### config.mk
export PLATFORM = sky130hd
export DESIGN_NAME = seq_pattern_tx
export DESIGN_NICKNAME = d
export VERILOG_FILES = /design/src/rtl/seq_pkg.sv /design/src/rtl/piso_shift.sv /design/src/rtl/seq_pattern_tx.sv
export SDC_FILE = /design/constraint.sdc
export NUM_CORES = 1
export LEC_CHECK = 0
export CAP_MARGIN = 0
export CORE_UTILIZATION = 45
export DETAILED_ROUTE_END_ITERATION = 16
export PLACE_DENSITY = 0.67
export RECOVER_POWER = 100
export REMOVE_ABC_BUFFERS = 1
export SYNTH_ARGS = -nofsm -noshare
export SYNTH_HDL_FRONTEND = slang
export SYNTH_HIERARCHICAL = 1
export SYNTH_SLANG_ARGS = --single-unit
### constraint.sdc
create_clock -name clk -period 2.3 [get_ports clk]
set_clock_uncertainty 0.2 [all_clocks]
set_input_delay 0.46 -clock clk [delete_from_list [all_inputs] [get_ports clk]]
set_output_delay 0.46 -clock clk [all_outputs]
set_load 0.02 [all_outputs]
### src/rtl/seq_pkg.sv
// seq_pkg: definitions shared by the serial pattern transmitter and the
// sequence-detector FSMs it drives.
//   - state_t : common 2-bit state encoding, so that waveforms from the
//               transmitter and the detectors decode the same way.
//   - clog2   : ceiling log2, used for sizing counters at elaboration.
package seq_pkg;

  typedef enum logic [1:0] {
    S_IDLE  = 2'd0,
    S_SHIFT = 2'd1,
    S_GAP   = 2'd2,
    S_DONE  = 2'd3
  } state_t;

  // Ceiling log2. Returns 0 for values of 0 or 1.
  function automatic int clog2(input int value);
    int r;
    int v;
    r = 0;
    v = value - 1;
    while (v > 0) begin
      r = r + 1;
      v = v >> 1;
    end
    return r;
  endfunction

endpackage

### src/rtl/piso_shift.sv
// piso_shift: WIDTH-bit parallel-in serial-out shift register, MSB first.
//   clk      : rising-edge clock
//   rst      : synchronous reset, active low (clears the register)
//   load     : load din into the register (takes priority over shift_en)
//   shift_en : shift left by one, filling with 0
//   din      : parallel data to load
//   sout     : current MSB of the register (registered)
// Shifting in zeros means the register drains to all-zero after WIDTH
// shifts, so sout idles low without any extra gating.
module piso_shift #(
  parameter int WIDTH = 8
) (
  input  logic             clk,
  input  logic             rst,
  input  logic             load,
  input  logic             shift_en,
  input  logic [WIDTH-1:0] din,
  output logic             sout
);

  logic [WIDTH-1:0] sreg_reg;

  always_ff @(posedge clk) begin
    if (!rst) begin
      sreg_reg <= '0;
    end else if (load) begin
      sreg_reg <= din;
    end else if (shift_en) begin
      sreg_reg <= {sreg_reg[WIDTH-2:0], 1'b0};
    end
  end

  assign sout = sreg_reg[WIDTH-1];

endmodule

### src/rtl/seq_pattern_tx.sv
// seq_pattern_tx: serial pattern transmitter. On an accepted start it
// latches pattern/repeat_n and sends repeat_n+1 frames of the pattern,
// MSB first, one bit per clock, with GAP idle cycles between frames.
//   clk       : rising-edge clock
//   rst       : synchronous reset, active low
//   start     : request to send, only looked at in IDLE
//   pattern   : WIDTH bits to send, latched on acceptance
//   repeat_n  : number of extra frames (total frames = repeat_n+1)
//   out       : serial data, 0 whenever out_valid is low
//   out_valid : high on every cycle out carries a pattern bit
//   busy      : high from the cycle after acceptance through DONE
//   done      : one-cycle pulse after the last bit of the last frame
module seq_pattern_tx
  import seq_pkg::*;
#(
  parameter int WIDTH = 8,
  parameter int GAP   = 2,
  parameter int REP_W = 4
) (
  input  logic             clk,
  input  logic             rst,
  input  logic             start,
  input  logic [WIDTH-1:0] pattern,
  input  logic [REP_W-1:0] repeat_n,
  output logic             out,
  output logic             out_valid,
  output logic             busy,
  output logic             done
);

  localparam int BW = clog2(WIDTH);
  // The gap counter keeps at least one bit so the design elaborates for
  // GAP of 0 or 1; it is simply never advanced past 0 in those cases.
  localparam int GW = (GAP > 1) ? clog2(GAP) : 1;
  localparam logic [BW-1:0] BIT_LAST = BW'(WIDTH - 1);
  localparam logic [GW-1:0] GAP_LAST = GW'((GAP > 0) ? GAP - 1 : 0);

  state_t           state_reg;
  logic [BW-1:0]    bit_cnt_reg;
  logic [GW-1:0]    gap_cnt_reg;
  logic [REP_W-1:0] frames_left_reg;
  logic [WIDTH-1:0] pat_copy_reg;
  logic             out_valid_reg;
  logic             busy_reg;
  logic             done_reg;

  logic             accept;
  logic             bit_last;
  logic             gap_last;
  logic             more_frames;
  logic             piso_load;
  logic             piso_shift_en;
  logic [WIDTH-1:0] piso_din;

  // Shift-register control. The register is loaded one edge before the
  // first bit of every frame: on acceptance, on the last gap cycle, or on
  // the last bit of a frame when frames run back-to-back. Repeated frames
  // come from the latched copy so later input changes cannot leak in.
  always_comb begin
    accept        = (state_reg == S_IDLE) && start;
    bit_last      = (bit_cnt_reg == BIT_LAST);
    gap_last      = (gap_cnt_reg == GAP_LAST);
    more_frames   = (frames_left_reg != '0);
    piso_load     = accept
                  || ((state_reg == S_GAP) && gap_last)
                  || ((state_reg == S_SHIFT) && bit_last && more_frames && (GAP == 0));
    piso_shift_en = (state_reg == S_SHIFT);
    piso_din      = accept ? pattern : pat_copy_reg;
  end

  piso_shift #(
    .WIDTH(WIDTH)
  ) u_piso (
    .clk      (clk),
    .rst      (rst),
    .load     (piso_load),
    .shift_en (piso_shift_en),
    .din      (piso_din),
    .sout     (out)
  );

  // Control FSM. Output registers are written with the value they must
  // show in the state being entered, so they line up with state_reg.
  always_ff @(posedge clk) begin
    if (!rst) begin
      state_reg       <= S_IDLE;
      bit_cnt_reg     <= '0;
      gap_cnt_reg     <= '0;
      frames_left_reg <= '0;
      pat_copy_reg    <= '0;
      out_valid_reg   <= 1'b0;
      busy_reg        <= 1'b0;
      done_reg        <= 1'b0;
    end else begin
      case (state_reg)
        S_IDLE: begin
          out_valid_reg <= 1'b0;
          busy_reg      <= 1'b0;
          done_reg      <= 1'b0;
          if (start) begin
            pat_copy_reg    <= pattern;
            frames_left_reg <= repeat_n;
            bit_cnt_reg     <= '0;
            out_valid_reg   <= 1'b1;
            busy_reg        <= 1'b1;
            state_reg       <= S_SHIFT;
          end
        end

        S_SHIFT: begin
          busy_reg <= 1'b1;
          if (bit_last) begin
            bit_cnt_reg <= '0;
            if (more_frames) begin
              frames_left_reg <= frames_left_reg - 1'b1;
              if (GAP == 0) begin
                out_valid_reg <= 1'b1;
                state_reg     <= S_SHIFT;
              end else begin
                gap_cnt_reg   <= '0;
                out_valid_reg <= 1'b0;
                state_reg     <= S_GAP;
              end
            end else begin
              out_valid_reg <= 1'b0;
              done_reg      <= 1'b1;
              state_reg     <= S_DONE;
            end
          end else begin
            bit_cnt_reg   <= bit_cnt_reg + 1'b1;
            out_valid_reg <= 1'b1;
          end
        end

        S_GAP: begin
          busy_reg <= 1'b1;
          if (gap_last) begin
            gap_cnt_reg   <= '0;
            bit_cnt_reg   <= '0;
            out_valid_reg <= 1'b1;
            state_reg     <= S_SHIFT;
          end else begin
            gap_cnt_reg   <= gap_cnt_reg + 1'b1;
            out_valid_reg <= 1'b0;
          end
        end

        S_DONE: begin
          out_valid_reg <= 1'b0;
          busy_reg      <= 1'b0;
          done_reg      <= 1'b0;
          bit_cnt_reg   <= '0;
          gap_cnt_reg   <= '0;
          state_reg     <= S_IDLE;
        end

        default: begin
          out_valid_reg <= 1'b0;
          busy_reg      <= 1'b0;
          done_reg      <= 1'b0;
          bit_cnt_reg   <= '0;
          gap_cnt_reg   <= '0;
          state_reg     <= S_IDLE;
        end
      endcase
    end
  end

  assign out_valid = out_valid_reg;
  assign busy      = busy_reg;
  assign done      = done_reg;

endmodule

==> impl_metrics.env <==
export IMPL_p_seq_share_pct=34.0
export IMPL_met1_usage_pct=22.29
export IMPL_clock_root_buffer="clkbuf_4"
export IMPL_clock_sinks=29
export IMPL_required_ps=2310
export IMPL_clkLatencyLatePin_ps=310
export IMPL_reg2reg_from="state_reg[0]"
export IMPL_grtUsageTotal_pct=18.26
export IMPL_ant_nets=0
export IMPL_start_util_pct=46.72
export IMPL_dr_first_iter_drc_count=53
export IMPL_grt_pass1_wl_um=4871
export IMPL_hold_buffers=0
export IMPL_critical_path_class="reg -> reg"
export IMPL_p_sw_share_pct=36.59
export IMPL_holdPathStages=2
export IMPL_slew_violations=0
export IMPL_wire_per_inst_um=12.49
export IMPL_cts_resized=0
export IMPL_syn_inst=156
export IMPL_dpl_hpwl_um=2108
export IMPL_rrSetupSlack_ps=210
export IMPL_p_clk_share_pct=16.0
export IMPL_clk_pin_slew_worst_paths_ps=90
export IMPL_die_y_um=60.86
export IMPL_cts_tree="yes"
export IMPL_dpl_cell_count=219
export IMPL_drc=0
export IMPL_busiest_layer="met2"
export IMPL_max_slew_margin_pct=66.49
export IMPL_syn2layout_area_growth_pct=19.34
export IMPL_synth_cell_types=36
export IMPL_dr_pass1_iters=3
export IMPL_yosysSeqAreaShare_pct=37.24
export IMPL_instances_no_fill=227
export IMPL_yosys_area_top_type="dfxtp_1"
export IMPL_grt_ovfl_total=0
export IMPL_use_met2_pct=31.55
export IMPL_final_net_count=205
export IMPL_timing_rr_end="u_piso/sreg_reg[4]"
export IMPL_dieWidth_um=60.86
export IMPL_setup_tns_ps=0
export IMPL_synthTopCellsByArea="dfxtp_1, ha_1, mux2_4"
export IMPL_max_freq_ghz=0.4788
export IMPL_drv_cap=0
export IMPL_outcome="finished, final reports clean"
export IMPL_cts_made_buffers=5
export IMPL_n_antenna_cell=0
export IMPL_ys_ff_latch=29
export IMPL_finalSetupViolCount=0
export IMPL_gr_usage_met3_pct=3.838
export IMPL_coreArea_mm2=0.003337
export IMPL_crit_start="state_reg[0]"
export IMPL_vdd_drop_max_uv=492.5
export IMPL_drive_gt1_share_pct=17.68
export IMPL_port_buffer_count=18
export IMPL_antenna_found_initial=0
export IMPL_fin_util_pct=55.76
export IMPL_power_internal_mw=1.360
export IMPL_yosys_warnings=6
export IMPL_postCtsSetupRepairBufs=0
export IMPL_row_count=21
export IMPL_cp_arrival_ps=2100
export IMPL_cp_max_fo=10
export IMPL_worstSetupEndpoint="u_piso/sreg_reg[4]"
export IMPL_boundaryPins=19
export IMPL_fin_crit_sh_pct=90.81
export IMPL_finalHoldViolCount=0
export IMPL_rsz0062_at_grt="no"
export IMPL_comb_power_share_pct=50.0
export IMPL_ctsHtreeMaxLevel=2
export IMPL_die_area_mm2=0.003704
export IMPL_wirelength_um=2835
export IMPL_min_period_ps=2089
export IMPL_netSwitchingPower_mw=0.7848
export IMPL_grt_max_degree=21
export IMPL_first_global_vias=1110
export IMPL_reg2reg_depth=7
export IMPL_synth_top_area_share_pct=37.24
export IMPL_worst_pin_slew_ps=502.7
export IMPL_syn_avg_cell_area_um2=9.994
export IMPL_power_leakage_nw=0.8335
export IMPL_num_vias=1136
export IMPL_start_kind="flip-flop"
export IMPL_vias_per_cell=5.004
export IMPL_syn_area_mm2=0.001559
export IMPL_gp_congestion=0.7429
export IMPL_end_kind="flip-flop"
export IMPL_hold_class="reg -> reg"
export IMPL_power_density_mw_per_mm2=1153
export IMPL_clockBufferDepth=2
-- cell families after synthesis --
logic type / Yosys count / share of synthesized area, %
AND/OR/NAND/NOR: 49 / 18.54
AO/OA/AOI/OAI: 32 / 15.65
flip-flops: 29 / 37.24
multiplexers: 19 / 15.09
buffers and inverters: 16 / 4.895
adder cells (fa/ha/maj): 10 / 8.026
XOR/XNOR: 1 / 0.5619
-- cells in the final DEF, fill, tap and decap left out, types with 4 or more instances in the layout --
cell / instances
dfxtp_1: 29
clkdlybuf4s50_1: 14
nand2_1: 11
ha_1: 10
nand2b_1: 9
mux2_2: 8
inv_1: 8
nor2b_1: 7
mux2_4: 7
o211a_1: 7
o21ai_0: 6
and2_1: 5
clkbuf_4: 5
buf_4: 5
a31oi_1: 4
a21boi_0: 4
mux2i_1: 4
dlygate4sd3_1: 4
-- synth_stat cells (all sizes together) --
cell    number
nand3        2
a21o         1
o211a        7
a31o         1
o21ai        6
a21oi        3
ha          10
clkbuf       4
o311a        1
or3b         1
nor3         3
a21boi       5
inv          8
nand2b       9
nand2       11
nor3b        3
buf          4
dfxtp       29
a31oi        4
and2b        1
and2         8
or4b         1
mux2i        4
a32o         1
o21bai       1
a211oi       2
xnor2        1
nor2         2
nor4b        1
nor2b        7
mux2        15
-- cell type report --
| type | count | area, µm² |
|---|---|---|
| Fill cell | 315 | 1476 |
| Multi-Input combinational cell | 111 | 894.6 |
| Sequential cell | 29 | 580.6 |
| Timing Repair Buffer | 25 | 227.7 |
| Clock buffer | 7 | 65.06 |
| Tap cell | 46 | 57.56 |
| Inverter | 8 | 30.03 |
| Clock inverter | 1 | 5.005 |
-- worst min-delay path by stage --
stage                       startpoint            endpoint
detailed placement  frames_left_reg[1]  frames_left_reg[1]
finish              frames_left_reg[1]  frames_left_reg[1]
global placement    frames_left_reg[1]  frames_left_reg[1]
global route        frames_left_reg[1]  frames_left_reg[1]
floorplan           frames_left_reg[1]  frames_left_reg[1]
CTS                 frames_left_reg[1]  frames_left_reg[1]
-- power groups by stage --
stage / clock, mW / sequential (mW) / combinational, mW
after floorplan: 0 / 0.750 / 0.774
after global placement: 0 / 0.733 / 1.07
after detailed placement: 0 / 0.744 / 1.10
after CTS: 0.358 / 0.732 / 1.11
after global routing: 0.379 / 0.749 / 1.21
final: 0.343 / 0.729 / 1.07
-- critical path: stages (launching register included) --
cell	delay (ps)
dfxtp_1	410
inv_1	100
ha_1	220
nand2_1	100
clkbuf_2	300
mux2_2	380
nand2b_1	160
o211a_1	120
-- through the flow --
step | instance area, µm² | setup WS (ps) | total power [mW] | hold WS [ps]
final | 1861 | 211.3 | 2.145 | 283.1
after floorplan | 1513 | 1.640 | 1.524 | 247.4
after CTS | 1873 | 208.6 | 2.196 | 288.1
after global routing | 1861 | 68.77 | 2.335 | 327.4
after detailed placement | 1803 | 49.54 | 1.845 | 275.0
after global placement | 1803 | 95.44 | 1.803 | 264.4
-- metal layers --
layer | vias to the layer above | routed length [µm]
met1 | 530 | 1316
met5 | - | 0
met2 | 13 | 1433
met4 | 0 | 21
met3 | 2 | 63
li1 | 591 | -
Note: power is estimated with default switching activity, not from simulation.
